$ cat config.mk
export PLATFORM = sky130hd
export DESIGN_NAME = axi_lite_arbiter
export DESIGN_NICKNAME = d
export VERILOG_FILES = /design/src/rtl/axi_lite_arbiter.sv
export SDC_FILE = /design/constraint.sdc
export NUM_CORES = 1
export LEC_CHECK = 0
export BUFFER_PORTS_ARGS = -buffer_cell sky130_fd_sc_hd__buf_2
export CORE_AREA = 2 2 83 85
export CTS_CLUSTER_SIZE = 14
export DETAILED_ROUTE_END_ITERATION = 10
export DIE_AREA = 0 0 85 87
export GPL_ROUTABILITY_DRIVEN = 0
export GPL_TIMING_DRIVEN = 0
export PLACE_DENSITY = 0.74
export SYNTH_ARGS = -nofsm -noshare
export SYNTH_HDL_FRONTEND = slang
export SYNTH_SLANG_ARGS = --single-unit
$ cat constraint.sdc
create_clock -name clk -period 1.8 [get_ports clk]
set_input_delay 0.18 -clock clk [delete_from_list [all_inputs] [get_ports clk]]
set_output_delay 0.18 -clock clk [all_outputs]
set_load 0.01 [all_outputs]
$ cat src/rtl/axi_lite_arbiter.sv
// rtl/axi_lite_arbiter.sv - two-master (IFU/LSU) AXI-Lite read arbiter onto one memory read port
// Optional macro ARB_LSU_PRIO_EN: fixed LSU priority on simultaneous requests; default is round-robin.
module axi_lite_arbiter #(
    parameter int ADDR_W = 32
) (
    input  logic              clk,
    input  logic              rst,
    input  logic [ADDR_W-1:0] ifu_araddr,
    input  logic              ifu_arvalid,
    output logic              ifu_arready,
    output logic [ADDR_W-1:0] ifu_rdata,
    output logic [1:0]        ifu_rresp,
    output logic              ifu_rvalid,
    input  logic              ifu_rready,
    input  logic [ADDR_W-1:0] lsu_araddr,
    input  logic              lsu_arvalid,
    output logic              lsu_arready,
    output logic [ADDR_W-1:0] lsu_rdata,
    output logic [1:0]        lsu_rresp,
    output logic              lsu_rvalid,
    input  logic              lsu_rready,
    output logic [ADDR_W-1:0] mem_araddr,
    output logic              mem_arvalid,
    input  logic              mem_arready,
    input  logic [ADDR_W-1:0] mem_rdata,
    input  logic [1:0]        mem_rresp,
    input  logic              mem_rvalid,
    output logic              mem_rready,
    output logic [1:0]        grant
);
    typedef enum logic [1:0] {
        IDLE = 2'd0,
        ADDR = 2'd1,
        DATA = 2'd2
    } state_t;

    localparam logic OWN_IFU = 1'b0;
    localparam logic OWN_LSU = 1'b1;

    state_t state_q, state_d;
    logic   owner_q, owner_d;
    logic   last_q, last_d;
    logic   pick;

    always_comb begin
`ifdef ARB_LSU_PRIO_EN
        pick = lsu_arvalid ? OWN_LSU : OWN_IFU;
`else
        // On a tie, serve whoever was not served last.
        if (ifu_arvalid && lsu_arvalid) begin
            pick = ~last_q;
        end else begin
            pick = lsu_arvalid ? OWN_LSU : OWN_IFU;
        end
`endif
    end

    always_ff @(posedge clk or negedge rst) begin
        if (!rst) begin
            state_q <= IDLE;
            owner_q <= OWN_IFU;
            last_q  <= OWN_LSU;
        end else begin
            state_q <= state_d;
            owner_q <= owner_d;
            last_q  <= last_d;
        end
    end

    always_comb begin
        state_d     = state_q;
        owner_d     = owner_q;
        last_d      = last_q;
        grant       = 2'b00;
        mem_araddr  = '0;
        mem_arvalid = 1'b0;
        mem_rready  = 1'b0;
        ifu_arready = 1'b0;
        ifu_rdata   = '0;
        ifu_rresp   = 2'b00;
        ifu_rvalid  = 1'b0;
        lsu_arready = 1'b0;
        lsu_rdata   = '0;
        lsu_rresp   = 2'b00;
        lsu_rvalid  = 1'b0;
        unique case (state_q)
            IDLE: begin
                if (ifu_arvalid || lsu_arvalid) begin
                    owner_d = pick;
                    state_d = ADDR;
                end
            end
            ADDR: begin
                grant       = owner_q ? 2'b10 : 2'b01;
                mem_araddr  = owner_q ? lsu_araddr : ifu_araddr;
                mem_arvalid = owner_q ? lsu_arvalid : ifu_arvalid;
                if (owner_q) begin
                    lsu_arready = mem_arready;
                end else begin
                    ifu_arready = mem_arready;
                end
                if (mem_arvalid && mem_arready) begin
                    state_d = DATA;
                end
            end
            DATA: begin
                grant = owner_q ? 2'b10 : 2'b01;
                // Read data is passed straight through to the owner only.
                if (owner_q) begin
                    lsu_rdata  = mem_rdata;
                    lsu_rresp  = mem_rresp;
                    lsu_rvalid = mem_rvalid;
                    mem_rready = lsu_rready;
                end else begin
                    ifu_rdata  = mem_rdata;
                    ifu_rresp  = mem_rresp;
                    ifu_rvalid = mem_rvalid;
                    mem_rready = ifu_rready;
                end
                if (mem_rvalid && mem_rready) begin
                    state_d = IDLE;
                    last_d  = owner_q;
                end
            end
            default: state_d = IDLE;
        endcase
    end
endmodule

Word-level counts from Yosys, hierarchy flattened --
Cells that the tools add are included.
Storage, ports and cells: flip-flop bits (word level) 4, input port bits 106, word-level logic and storage cells 49, output and inout port bits 108
Operators by class: bitwise logic cells 1, mux-type cells 31, reductions and logical operators 9, equality and inequality tests 5
Operators by type and width (number):
- 32-bit 2-to-1 mux | 6
- 2-bit 2-to-1 mux | 9
- 1-bit 2-to-1 mux | 15
- 2-bit != test (second input constant) | 3
- 2-bit case mux with 3 select lines | 1
- 2-bit AND reduction | 2
- 1-bit logical AND | 3
- 3-bit AND reduction | 1
- 2-bit by 1-bit == test with 1-bit output (second input constant) | 1
- 2-bit == test (second input constant) | 1
- 2-bit zero test | 1
- 2-bit OR reduction | 1
- 1-bit logical OR | 1
- 1-bit NOT | 1

Logic depth before layout (Yosys ltp) --
Gate-level depths: netlist of run 1.
depth in word-level cells 5, gate-level depth with buffers 6, mapped depth without buffers 6

Worst setup path before layout of run 1 --
Ideal clock, no wire load.
kind flip-flop to output port, start reg state_q[0], end out ifu_rdata[0], data required time 1620 ps, arrival 1337 ps, buffers on the path 2, cell stages (with the launch flop) 7, path slack 283 ps, cells stage by stage dfrtp_1 -> inv_1 -> ha_1 -> buf_2 -> and2b_1 -> clkbuf_1 -> and2_1
Between the ends: cells in the longest elaborated chain, start to end 2
RTL lines:
- start: declaration | RTL line 40 | state_t state_q, state_d;
- start signal: assignment | RTL line 64 | state_q <= state_d;
- 2-bit == test | RTL line 86 | unique case (state_q)
- 32-bit 2-to-1 mux | RTL line 86
- end: declaration | RTL line 11 | output logic [ADDR_W-1:0] ifu_rdata,
No other way between the ends.

Worst setup path after layout of run 1 --
start reg state_q[0], end out ifu_rdata[7]
The elaborated chain is that of the path after synthesis.

==> metrics.log, run 1 <==
INFO  metric status = finished, final reports clean
INFO  metric syn_inst = 189
INFO  metric cts_sinks = 4
INFO  metric timing.critical_path.to_type = output pin
INFO  metric netlist_top_cells_area = sky130_fd_sc_hd__mux2i_1 24%, sky130_fd_sc_hd__and2_1 17%, sky130_fd_sc_hd__and3_1 17%
INFO  metric worstPathRequired = 1.62 ns
INFO  metric die_width = 85 microns
INFO  metric yosysSeqAreaShare = 7.32%
INFO  metric use_met2 = 26.7%
INFO  metric grt_pass1_wl = 9420 microns
INFO  metric category_of_the_worst_setup_path_launch_point = flip-flop
INFO  metric syn_area_per_cell = 7.32 sq um
INFO  metric synthesis.yosys.warnings = 0
INFO  metric start_util = 21.1%
INFO  metric number_of_global_route_vias_before_repair = 1,878
INFO  metric grt_max_degree = 11
INFO  metric max_stage_delay = 0.41 ns
INFO  metric share_of_flip_flops_with_an_asynchronous_set_or_reset_after_synthesis = 100%
INFO  metric drc = 0
INFO  metric place.detailed.hpwl = 5310 microns
INFO  metric dpl_cell_area = 2550 sq um
INFO  metric worst_hold_path_type = input port to flip-flop
INFO  metric p_leak = 1.90 nW
INFO  metric wl_per_cell = 13.4 microns
INFO  metric io_pins = 214
INFO  metric fin_setup_tns = 0 ns
INFO  metric cts_tree = done
INFO  metric antenna_cells_inserted = 0
INFO  metric setup_violations = 0
INFO  metric critPathMaxFanout = 7
INFO  metric die_area = 7400 sq um
INFO  metric fp.coreArea = 6570 sq um
INFO  metric worst_ep_arrival_time = 1.58 ns
INFO  metric ctsHtreeMaxLevel = 1
INFO  metric worstMarginPinSlew = 0.352 ns
INFO  metric dr_total_vias = 2,179
INFO  metric grt_util_met1 = 20.5%
INFO  metric post_route_cells_drive_above_1_share = 60.7%
INFO  metric critPathBufInv = 3
INFO  metric cts_buffer_depth = 2
INFO  metric netlist-cell-type-count = 23
INFO  metric drv_cap = 0
INFO  metric rsz0062_at_grt = true
INFO  metric timing.max_slew.rel_slack = 76.6%
INFO  metric timing.critical_path.cells = inv_2, ha_4, and2b_4, clkbuf_4, and2_1, buf_2
INFO  metric crit_path_top_delay_cell = sky130_fd_sc_hd__dfrtp_1
INFO  metric cell_area_after_synthesis = 1380 sq um
INFO  metric synth_top_cell_by_area = sky130_fd_sc_hd__mux2i_1
INFO  metric busiest_layer = met2
INFO  metric cts_made_buffers = 3
INFO  metric area_delta_synth_final = 101%
INFO  metric use_met3 = 2.18%
INFO  metric final_area = 2780 sq um
INFO  metric yosysTopAreaCellShare = 23.9%
INFO  metric buffer_ports.inserted = 213
INFO  metric die_y = 87 microns
INFO  metric power_per_cell_area = 1140 nW/um^2
INFO  metric vdd.ir_drop.worst = 1030 uV
INFO  metric period_needed = 1.76 ns
INFO  metric path_clk_slew = 0.03 ns
INFO  metric root_buffer = sky130_fd_sc_hd__clkbuf_8
INFO  metric synth-main-ff-cell = sky130_fd_sc_hd__dfrtp_1
INFO  metric via_per_inst = 4.40
INFO  metric grt_overflow_total = 0
INFO  metric critical-path-top-delay-family = buffers and inverters
INFO  metric yosys-top-cells-count = 37 x sky130_fd_sc_hd__and2_1, 37 x sky130_fd_sc_hd__and3_1, 34 x sky130_fd_sc_hd__nor2b_1
INFO  metric grt_usage = 15.2%
INFO  metric totalWireLength = 6630 microns
INFO  metric clock_insertion_delay_worst_skew = 0.22 ns
INFO  metric number_of_enable_type_register_cells_in_the_synthesized_netlist = 0
INFO  metric report.final.slew_viol_count = 0
INFO  metric synth-seq-cells = 4
INFO  metric antenna_found_initial = 0
INFO  metric number_of_inserted_filler_cells_in_the_final_layout = 677
INFO  metric final_clock_skew = 0.00519 ns
INFO  metric report.final.hold_viol_count = 0
INFO  metric synth_fp_nets = 298
INFO  metric final_net_count = 525
INFO  metric path_class = flip-flop to output pin
INFO  metric antenna_left = 0
INFO  metric regToRegSetupSlack = 0.08 ns
INFO  metric drt_iter0_drc = 75
INFO  metric final.period_utilization = 97.5%
INFO  metric fp-row-count = 30
INFO  metric fmax = 570 MHz
INFO  metric drt_pass1_iterations = 4
[worst paths after layout]
kind,start,to,cells after the start
worst max-delay path,state_q[0],ifu_rdata[7],6
worst min-delay path,lsu_arvalid,owner_q,2
worst max register to register,state_q[0],state_q[1],7
worst min register to register,last_q,owner_q,2
max in group asynchronous,rst,last_q,2
min in group asynchronous,rst,state_q[0],2
[stage by stage]
| stage | hold WS, ns | worst slack [ns] | instances | util, % | power [W] |
|---|---|---|---|---|---|
| detailed placement | -0.0115 | -0.234 | 482 | 38.8 | 0.00270 |
| floorplan | -0.116 | 0.283 | 189 | - | 0.00179 |
| global route | 0.296 | -0.0156 | 495 | 42.4 | 0.00345 |
| CTS | 0.276 | 0.000740 | 495 | 41.9 | 0.00315 |
| finish | 0.286 | 0.0444 | 495 | 42.4 | 0.00318 |
| global placement | -0.0152 | -0.185 | 482 | 38.8 | 0.00264 |
[what timing repair did]
item / CTS / global route
endpoints found under the hold margin: 4 / 0
cloned: 4 / 0
buffers inserted: 4 / 1
endpoints found under the setup margin: 100 / 86
hold buffers: 1 / 0
resized for setup: 34 / 12
[sequential cells by signal, summed over array words and instances (netlist names)]
signal	count
owner_q	1
state_q	2
last_q	1
[metal layers]
layer	vias to the layer above	wire length (microns)	share of wire, %
li1	1096	-	-
met1	974	2730	41
met2	101	3350	51
met3	8	505	7.6
met4	0	36	0.54
met5	-	0	0
[cell type report]
type,instances,area [sq um],area share [%]
Clock buffer,4,45.0,1.62
Sequential cell,4,103,3.69
Timing Repair Buffer,222,1160,41.6
Multi-Input combinational cell,163,1220,43.9
Inverter,4,15.0,0.539
Buffer,18,143,5.12
Tap cell,80,100,3.60
[power breakdown]
part           internal (W)  switching, W
logic               0.00138       0.00140
registers          0.000146     0.0000560
clock network      0.000151     0.0000447
total               0.00168       0.00150
[logic make-up (layout without fill, tap and decap cells)]
logic type,count (synthesis),in the layout,share of synthesized area [%]
AOI/OAI and AO/OA,7,7,4.07
adders and majority gates,3,3,2.71
buffers and inverters,23,248,7.41
DFF,4,4,7.32
muxes,36,36,26.9
and+or+nand+nor,116,117,51.6
[cell usage in the layout (no fill, tap or decap), types with 4 or more instances in the layout]
| cell type | instances |
|---|---|
| sky130_fd_sc_hd__clkbuf_8 | 7 |
| sky130_fd_sc_hd__nand2_1 | 4 |
| sky130_fd_sc_hd__mux2i_1 | 33 |
| sky130_fd_sc_hd__buf_2 | 211 |
| sky130_fd_sc_hd__and3_1 | 37 |
| sky130_fd_sc_hd__clkbuf_2 | 5 |
| sky130_fd_sc_hd__and2_1 | 35 |
| sky130_fd_sc_hd__nor2b_1 | 34 |
| sky130_fd_sc_hd__buf_6 | 4 |
| sky130_fd_sc_hd__buf_4 | 8 |
Note: power is estimated with default switching activity, not from simulation.
==> inputs of run 2 (changes only) <==
Settings changed: REMOVE_ABC_BUFFERS from default to 1, SETUP_SLACK_MARGIN from default to 0.3.
==> metrics.log, run 2 (synthesis results as in run 1) <==
INFO  metric cts_buffer_depth = 2 (unchanged)
INFO  metric period_needed = 1.66 ns (-0.0911 ns)
INFO  metric root_buffer = sky130_fd_sc_hd__clkbuf_8
INFO  metric buffer_ports.inserted = 213 (unchanged)
INFO  metric path_class = flip-flop to output pin
INFO  metric met3RoutedLength = 442 microns (-12%)
INFO  metric drt_iter0_drc = 75 (unchanged)
INFO  metric final.period_utilization = 92.5% (-5.1 points)
INFO  metric drc = 0 (unchanged)
INFO  metric power_per_cell_area = 1390 nW/um^2 (+22%)
INFO  metric maxUsedRoutingLayer = met4
INFO  metric grt_overflow_total = 0 (unchanged)
INFO  metric ctsHtreeMaxLevel = 1 (unchanged)
INFO  metric cts_made_buffers = 3 (unchanged)
INFO  metric worst_hold_path_type = input port to asynchronous set/reset pin
INFO  metric top_regs = state_q: 2 flops, last_q: 1 flops, owner_q: 1 flops
INFO  metric finish.utilization = 52.1% (+9.8 points)
INFO  metric totalWireLength = 8250 microns (+24%)
INFO  metric rsz0062_at_grt = true
INFO  metric fp.coreArea = 6570 sq um (unchanged)
INFO  metric io_pins = 214 (unchanged)
INFO  metric crit_path_top_delay_cell = sky130_fd_sc_hd__dfrtp_4
INFO  metric grt_max_degree = 21 (+10)
INFO  metric fp-row-count = 30 (unchanged)
INFO  metric timing.critical_path.cells = buf_12, and2b_4, and2_4, buf_2
INFO  metric met2RoutedLength = 4210 microns (+26%)
INFO  metric max_stage_delay = 0.52 ns (+0.11 ns)
INFO  metric antenna_cells_inserted = 0 (unchanged)
INFO  metric area_delta_synth_final = 147%
INFO  metric worst_ep_arrival_time = 1.48 ns (-0.10 ns)
INFO  metric fin_worst_hold_slack = 0.296 ns (+0.00998 ns)
INFO  metric antenna_left = 0 (unchanged)
INFO  metric report.final.slew_viol_count = 0 (unchanged)
INFO  metric regMostFlops = state_q
INFO  metric critical-path-top-delay-family = flip-flops
INFO  metric drv_cap = 0 (unchanged)
INFO  metric wirelength_met1 = 3550 microns (+30%)
INFO  metric start_util = 21.1% (unchanged)
INFO  metric clock_insertion_delay_worst_skew = 0.22 ns (about the same)
INFO  metric placed_cells = 464 (-3.7%)
INFO  metric wl_per_cell = 16.3 microns (+22%)
INFO  metric final_clock_skew = 0.00375 ns (-0.00143 ns)
INFO  metric dr_total_vias = 2,298 (+5.5%)
INFO  metric vdd.ir_drop.worst = 1060 uV (+3.1%)
INFO  metric worstMarginPinSlew = 0.238 ns (-0.113 ns)
INFO  metric die_width = 85 microns (unchanged)
INFO  metric category_of_the_worst_setup_path_launch_point = flip-flop
INFO  metric commonest_non_fill_non_tap_cells_in_the_layout = 195 x sky130_fd_sc_hd__buf_2, 31 x sky130_fd_sc_hd__nor2b_1, 30 x sky130_fd_sc_hd__and3_1, 28 x sky130_fd_sc_hd__mux2i_1, 26 x sky130_fd_sc_hd__buf_6
INFO  metric timing.max_slew.rel_slack = 83.8% (+7.2 points)
INFO  metric critPathMaxFanout = 9 (+2)
INFO  metric path_clk_slew = 0.04 ns (about the same)
INFO  metric worstPathRequired = 1.62 ns (about the same)
INFO  metric largest_reg_flops = 2 (unchanged)
INFO  metric finalPower = 0.00477 W (+50%)
INFO  metric antenna_found_initial = 0 (unchanged)
INFO  metric number_of_global_route_vias_before_repair = 2,034 (+8.3%)
INFO  metric post_route_cells_drive_above_1_share = 70.8% (+10 points)
INFO  metric status = finished, final reports clean
INFO  metric drt_pass1_iterations = 4 (unchanged)
INFO  metric via_per_inst = 4.55 (+3.4%)
INFO  metric final_net_count = 535 (+1.9%)
INFO  metric critPathBufInv = 2 (-1)
INFO  metric setup_violations = 0 (unchanged)
INFO  metric instances_no_fill = 505 (+2.0%)
INFO  metric grt_pass1_wl = 10,900 microns (+16%)
INFO  metric cts_tree = done
INFO  metric grt_usage = 18.4% (+3.2 points)
INFO  metric die_area = 7400 sq um (unchanged)
INFO  metric report.final.hold_viol_count = 0 (unchanged)
INFO  metric die_y = 87 microns (unchanged)
INFO  metric fmax = 601 MHz (+5.5%)
INFO  metric cts_sinks = 4 (unchanged)
INFO  metric place.detailed.hpwl = 4550 microns (-14%)
INFO  metric timing.critical_path.to_type = output pin
INFO  metric p_leak = 2.10 nW (+11%)
INFO  metric layout.cells.most_common = sky130_fd_sc_hd__buf_2
-- run 2: through the flow --
stage	TNS (ns)	setup slack [ns]	instance area, sq um
6_report	0	0.136	3420
5_1_grt	0	0.0806	3420
4_1_cts	0	0.122	3120
3_5_place_dp	-30.16	-0.788	2480
3_3_place_gp	-133.75	-1.59	2460
2_1_floorplan	-66.65	-0.960	1300
-- run 2: path summary, 6_finish.rpt --
check / start / endpoint / slack (ns) / depth (start not counted)
worst max-delay path: owner_q / ifu_rdata[17] / 0.14 / 4
worst min-delay path: rst / state_q[0] / 0.30 / 2
worst max register to register: state_q[0] / state_q[1] / 0.15 / 5
worst min register to register: state_q[1] / state_q[1] / 0.58 / 1
max in group asynchronous: rst / last_q / 1.29 / 2
min in group clk: lsu_arvalid / owner_q / 0.30 / 2
-- run 2: power by group --
part / switching, W / internal, W
registers: 0.0000585 / 0.000154
logic: 0.00188 / 0.00247
clock network: 0.0000556 / 0.000152
total: 0.00199 / 0.00278
-- run 2: layer usage --
metal	GRT usage, %	vias to the layer above
met1	25.1	1082
met3	2.65	6
met2	30.8	87
li1	-	1123
met4	3.75	0
met5	0	-
-- run 2: worst reg2reg max path, cell delays in order (launching register included) --
cell and delay (ns):
sky130_fd_sc_hd__dfrtp_1 0.38, sky130_fd_sc_hd__buf_4 0.14, sky130_fd_sc_hd__ha_4 0.21, sky130_fd_sc_hd__clkbuf_16 0.18, sky130_fd_sc_hd__a211oi_2 0.28, sky130_fd_sc_hd__mux2_4 0.33
-- run 2: cell type report --
cell class / count / area (sq um)
fillers: 648 / 3140
clock buffers: 4 / 45.0
flip-flops and latches: 4 / 106
multi-input cells: 168 / 1410
well taps: 80 / 100
inverters: 4 / 17.5
repair buffers: 245 / 1750
-- run 2: repair_timing --
item / 4_1_cts / 5_1_grt
cloned: 11 / 6
pin swaps: 31 / 6
resized for setup: 58 / 40
endpoints found under the hold margin: 4 / 0
setup buffers: 19 / 0
hold buffers: 1 / 0
endpoints found under the setup margin: 111 / 111
